$ cat src/rtl/pio_pkg.sv
// rtl/pio_pkg.sv - shared widths and fetch state encoding for the PIO fetch unit
package pio_pkg;

  localparam int ADDR_W  = 5;
  localparam int INSTR_W = 16;
  localparam int DELAY_W = 5;

  typedef enum logic [1:0] {
    DISABLED = 2'd0,
    RUN      = 2'd1,
    DELAY    = 2'd2
  } fetch_state_t;

endpackage

$ cat src/rtl/pio_pc_next.sv
// rtl/pio_pc_next.sv - next program counter: jump beats wrap, forced instrs do not advance
module pio_pc_next
  import pio_pkg::*;
(
  input  logic [ADDR_W-1:0] pc,
  input  logic [ADDR_W-1:0] wrap_top,
  input  logic [ADDR_W-1:0] wrap_bottom,
  input  logic              jmp_valid,
  input  logic [ADDR_W-1:0] jmp_addr,
  input  logic              forced,
  output logic [ADDR_W-1:0] target
);

  always_comb begin
    target = pc + ADDR_W'(1);
    if (jmp_valid) begin
      target = jmp_addr;
    end else if (forced) begin
      target = pc;
    end else if (pc == wrap_top) begin
      target = wrap_bottom;
    end
  end

endmodule

$ cat src/rtl/pio_instr_fetch.sv
// rtl/pio_instr_fetch.sv - PIO fetch unit: PC, regfile read address, instr handshake, delay
// Optional forced-instruction injection enabled by defining PIO_FORCE_INSTR_EN.
module pio_instr_fetch
  import pio_pkg::*;
(
  input  logic               clk,
  input  logic               rst_n,
  input  logic               en,
  input  logic               restart,
  input  logic [ADDR_W-1:0]  wrap_bottom,
  input  logic [ADDR_W-1:0]  wrap_top,
  output logic [ADDR_W-1:0]  rd_addr,
  input  logic [INSTR_W-1:0] rd_instr,
  output logic [INSTR_W-1:0] instr,
  output logic               instr_valid,
  input  logic               instr_ready,
  input  logic               jmp_valid,
  input  logic [ADDR_W-1:0]  jmp_addr,
  input  logic [DELAY_W-1:0] delay,
`ifdef PIO_FORCE_INSTR_EN
  input  logic               force_valid,
  input  logic [INSTR_W-1:0] force_instr,
`endif
  output logic [ADDR_W-1:0]  pc
);

  fetch_state_t        state_q, state_d;
  logic [ADDR_W-1:0]   pc_q, pc_d;
  logic [INSTR_W-1:0]  instr_q, instr_d;
  logic                valid_q, valid_d;
  logic [DELAY_W-1:0]  cnt_q, cnt_d;
  logic [ADDR_W-1:0]   target;
  logic                accept;
  logic                forced;

`ifdef PIO_FORCE_INSTR_EN
  logic forced_q, forced_d;
  logic force_take;
  assign forced = forced_q;
`else
  assign forced = 1'b0;
`endif

  assign accept      = valid_q & instr_ready;
  assign rd_addr     = (accept && delay == '0) ? target : pc_q;
  assign instr       = instr_q;
  assign instr_valid = valid_q;
  assign pc          = pc_q;

  pio_pc_next u_pc_next (
    .pc          (pc_q),
    .wrap_top    (wrap_top),
    .wrap_bottom (wrap_bottom),
    .jmp_valid   (jmp_valid),
    .jmp_addr    (jmp_addr),
    .forced      (forced),
    .target      (target)
  );

  always_comb begin
    state_d = state_q;
    pc_d    = pc_q;
    instr_d = instr_q;
    valid_d = valid_q;
    cnt_d   = cnt_q;
`ifdef PIO_FORCE_INSTR_EN
    forced_d   = accept ? 1'b0 : forced_q;
    force_take = force_valid && (state_q != RUN || accept);
`endif
    if (restart) begin
      pc_d    = wrap_bottom;
      cnt_d   = '0;
      valid_d = 1'b0;
      state_d = DISABLED;
`ifdef PIO_FORCE_INSTR_EN
      forced_d = 1'b0;
    end else if (force_take) begin
      if (accept) pc_d = target;
      instr_d  = force_instr;
      valid_d  = 1'b1;
      cnt_d    = '0;
      state_d  = RUN;
      forced_d = 1'b1;
    end else if (!en && forced_q && !accept) begin
      // a forced instr stays presented until consumed, even while disabled
      state_d = RUN;
`endif
    end else if (!en) begin
      if (accept) pc_d = target;
      valid_d = 1'b0;
      cnt_d   = '0;
      state_d = DISABLED;
    end else begin
      case (state_q)
        DISABLED: begin
          instr_d = rd_instr;
          valid_d = 1'b1;
          state_d = RUN;
        end
        RUN: begin
          if (accept) begin
            pc_d = target;
            if (delay == '0) begin
              instr_d = rd_instr;
            end else begin
              cnt_d   = delay;
              valid_d = 1'b0;
              state_d = DELAY;
            end
          end
        end
        DELAY: begin
          cnt_d = cnt_q - DELAY_W'(1);
          if (cnt_q <= DELAY_W'(1)) begin
            cnt_d   = '0;
            instr_d = rd_instr;
            valid_d = 1'b1;
            state_d = RUN;
          end
        end
        default: state_d = DISABLED;
      endcase
    end
  end

  always_ff @(posedge clk) begin
    if (!rst_n) begin
      state_q <= DISABLED;
      pc_q    <= '0;
      instr_q <= '0;
      valid_q <= 1'b0;
      cnt_q   <= '0;
`ifdef PIO_FORCE_INSTR_EN
      forced_q <= 1'b0;
`endif
    end else begin
      state_q <= state_d;
      pc_q    <= pc_d;
      instr_q <= instr_d;
      valid_q <= valid_d;
      cnt_q   <= cnt_d;
`ifdef PIO_FORCE_INSTR_EN
      forced_q <= forced_d;
`endif
    end
  end

endmodule

$ cat config.mk
export PLATFORM = sky130hd
export DESIGN_NAME = pio_instr_fetch
export DESIGN_NICKNAME = d
export VERILOG_FILES = /design/src/rtl/pio_pkg.sv /design/src/rtl/pio_pc_next.sv /design/src/rtl/pio_instr_fetch.sv
export SDC_FILE = /design/constraint.sdc
export NUM_CORES = 1
export LEC_CHECK = 0
export CAP_MARGIN = 10
export CORE_ASPECT_RATIO = 1.1
export CORE_UTILIZATION = 46
export DETAILED_ROUTE_END_ITERATION = 7
export PLACE_DENSITY = 0.85
export RECOVER_POWER = 50
export SLEW_MARGIN = 40
export SYNTH_ARGS = -nofsm -noshare
export SYNTH_HDL_FRONTEND = slang
export SYNTH_SLANG_ARGS = --single-unit
$ cat constraint.sdc
create_clock -name clk -period 8 [get_ports clk]
set_input_delay 2 -clock clk [delete_from_list [all_inputs] [get_ports clk]]
set_output_delay 2 -clock clk [all_outputs]
set_load 0.02 [all_outputs]
Word level (Yosys, flattened, before mapping). Cells that the tools add are included. W data, S select, Z words.

Register bits: 29. Bits in latches: 0. Memory bits (writable): 0. Memory bits (read-only): 0. Input port bits: 42. Word-level logic and storage cells: 53. Memories: 0.

Add/sub/neg operators: 2. $mul: 0. Divide/modulo/power cells: 0. $lt $le $gt $ge: 1. Eq/ne operators: 8. Shift-type cells: 0. Muxes and demuxes: 23. Bitwise operators: 4. Reduce and logical (&&, ||, !) cells: 10.

Operators with widths (count): $mux W5 (10); $mux W16 (3); $pmux W16 S3 (1); $pmux W5 S2 (1); $ne A2 B2 Y1 const B (4); $mux W2 (3); $pmux W2 S3 (1); $reduce_and A3 Y1 (2); $reduce_and A6 Y1 (1); $add A5 B1 Y5 const B (1); $eq A5 B5 Y1 (1); $le A5 B1 Y1 const B (1); $logic_not A5 Y1 (1); $sub A5 B1 Y5 const B (1); $reduce_and A4 Y1 (1); $mux W1 (3); $ne A3 B1 Y1 const B (1); $not A1 Y1 (3); $pmux W1 S3 (1); $reduce_bool A3 Y1 (1); $reduce_or A3 Y1 (1); $eq A2 B1 Y1 const B (1); $eq A2 B2 Y1 const B (1); $logic_not A2 Y1 (1); other kinds (3) (3).

Longest topological paths before layout.
Depth after elaboration: 7. Mapped depth: 8. Depth with buffers taken out: 7.

Modules after synthesis. Synthesis repeated with hierarchy kept, for this count alone.

Cell total of the unflattened synthesis: 260. Area total of the unflattened synthesis: 2100.8 um2.

By module, submodules not included: pio_instr_fetch (times used 1, cells an instance 208, area an instance 1773.0 um2, sequential area each 580.6 um2); pio_pc_next (times used 1, cells an instance 52, area an instance 327.8 um2, sequential area each 0.0 um2).

Worst setup path before layout. OpenSTA, ideal clock, no wires.

Path type: input-to-output. From: in delay[2]. To: out rd_addr[0]. Data arrival time: 3.412 ns. Required time: 6.000 ns. Setup slack: 2.588 ns. Stages on the path: 5. Path buffers: 1. Path through: or4_4 or3_1 buf_6 nor2_1 a32o_1.

Cells in the longest elaborated chain, start to end: 3.

RTL lines: from (decl) (line pio_instr_fetch.sv:19) `input logic [DELAY_W-1:0] delay,`; $logic_not A5 Y1 (line pio_instr_fetch.sv:45) `assign rd_addr = (accept && delay == '0) ? target : pc_q;`; $logic_and A1 B1 Y1 (line pio_instr_fetch.sv:45); $mux W5 (line pio_instr_fetch.sv:45); to (decl) (line pio_instr_fetch.sv:12) `output logic [ADDR_W-1:0] rd_addr,`.

No other way between the ends.

Final worst setup path. Ends and elaborated chain as after synthesis.

==> results.ini <==
[drt]
post_drt_via_cell_ratio=5.56
drtIter0Drc=87
vias=1803
route.detailed.drc=0
wirelength_um=4370
antenna_left=0
first_pass_iters=5
wire_per_inst_um=13.5

[sta]
max_slew_margin_pct=48.8
tightestPinTransition_ns=0.760
finalMaxSlewViolations=0
rsz0062_at_grt=false
fmax_mhz=151
final.period_utilization_pct=83.0
hold_violations=0
finalSetupTns_ns=0
fin_ws_ns=1.36
finalClockSkew_ns=0.00708
finalCriticalPeriod_ns=6.64
finalSetupViolCount=0

[final_layout]
finalNetCount=321
drive_gt1_share_pct=3.99
diodes=0
multi_input_comb_area_um2=983
layout_commonest_cell=clkdlybuf4s50_1
layout.core_utilization_pct=69.9
layout_common_cells=clkdlybuf4s50_1, a21oi_1, dfxtp_1
seq_area_um2=581
fin_cells=324
area_delta_synth_final_pct=42.4
fillers=299

[global_routing]
grt_use_met2_pct=39.0
grt_overflow_total=0
met3_usage_pct=4.53
grt_util_met1_pct=29.3
grt_pass1_wl_um=7000
top_usage_layer=met2
antenna_found_initial=0
grt_max_degree=20
grt_pass1_vias=1642
grt_usage_pct=23.3

[job]
cap_violations=0

[synth]
synth.area.top_cells=dfxtp_1, a21oi_1, nand3_1
synth_area_um2=1680
synth_seq_area_share_pct=34.7
synth_area_leader_cell=dfxtp_1
synth_cell_types=45
synth_top_flop_cell=dfxtp_1
synth-seq-cells=29
synth_nets=254
synth_edf_count=0
synthCells=209
synth_top_area_share_pct=34.7
ys_warn_count=0
synth.avg_cell_area_um2=8.02
async_reset_ff_share_pct=0

[place]
io_buffers=68
gp_congestion=0.876
hpwl_um=3210
place_ws_ns=1.56
dp_cells=317

[power_and_ir_drop]
combPwrFrac_pct=23.9
switching_share_pct=27.8
internal-power_uw=232
p_leak_uw=0.000879
switching_power_uw=89.1
p_clk_share_pct=27.4
p_per_area_nw_per_um2=134
peakVddDrop_v=0.0000807
seqPwrFrac_pct=48.7

[clock_network]
clock-sinks=29
clkLatencyLatePin_ns=0.31
cts_buffers=5
cts_buffer_depth=2
cts_resized=0
postCtsHoldBufs=0
post_cts_buffers=0
clkTransAtPathRegs_ns=0.08
root_buffer=clkbuf_4
cts_tree=done
h-tree-depth=2

[setup_path]
cp.arrival_ns=4.64
r2r-start=pc[2]
crit_fanout=9
critPathKind=in -> out
cp-end-kind=output port
ff2ff_setup_slack_ns=6.07
critPathLaunchType=input port
crit_start=delay[2]
required_ns=6.00

[die]
num_io_pins=69
coreArea_um2=3410
die-width_um=59.5
num_rows=22
chipHeight_um=65.3
initial_core_util_pct=49.1
dieArea_um2=3890

[worst_hold_path]
hold_class=reg -> reg
hp-start=instr[2]

[status]
outcome=completed

stage by stage:
step,hold slack (ns),area [um2],total power [uW]
CTS,0.481,2390,326
detailed placement,0.469,2330,238
global route,0.504,2390,337
global placement,0.460,2330,237
finish,0.476,2390,321
floorplan,0.466,1680,197
cell families after synthesis:
family	after synthesis	share of synthesized area (%)
AO/OA/AOI/OAI	83	30.0
AND/OR/NAND/NOR	70	21.4
flip-flops	29	34.7
buffers and inverters	14	6.42
XOR/XNOR	9	4.71
adder cells (fa/ha/maj)	3	2.24
multiplexers	1	0.597
final cells by class:
cell class	instances	share of cell area, %
multi-input cells	166	41.2
repair buffers	69	28.8
flip-flops and latches	29	24.3
well taps	48	2.52
clock buffers	7	2.31
inverters	5	0.787
power groups by stage:
stage / Combinational (uW) / Sequential, uW / Clock, uW
after floorplan: 31.1 / 166 / 0
after global placement: 77.6 / 160 / 0
after detailed placement: 78.5 / 160 / 0
after CTS: 78.9 / 156 / 90.7
after global routing: 82.7 / 157 / 97.5
final: 76.5 / 156 / 87.9
sequential cells by signal (all words and copies together) (netlist names):
name         count
cnt_q            5
instr           16
instr_valid      1
pc               5
state_q          2
cell usage after synthesis (4+ instances only):
| cell type | instances |
|---|---|
| a21oi_1 | 33 |
| dfxtp_1 | 29 |
| inv_1 | 4 |
| xnor2_1 | 7 |
| nand3_1 | 20 |
| nor2_1 | 17 |
| o21ai_1 | 11 |
| o21ai_0 | 19 |
| or3_1 | 4 |
| nor2b_1 | 4 |
| nand2_1 | 11 |
path summary, 6_finish.rpt:
kind | endpoint | cells past startpoint
setup / recovery | rd_addr[0] | 6
hold / removal | instr[2] | 2
setup reg to reg | pc[1] | 5
hold reg to reg | instr[2] | 2
worst max-delay path: stages:
cell and delay, ns:
dlygate4sd3_1 0.55, or4_1 0.59, or3_1 0.56, nor2_1 0.16, a32o_1 0.17, clkdlybuf4s50_1 0.60
routing by layer:
metal  wire (um)  share of wire [%]
met1        1950                 45
met4          16               0.37
met2        2110                 48
met5           0                  0
met3         294                6.7
Power figures use the tool's default switching activity.
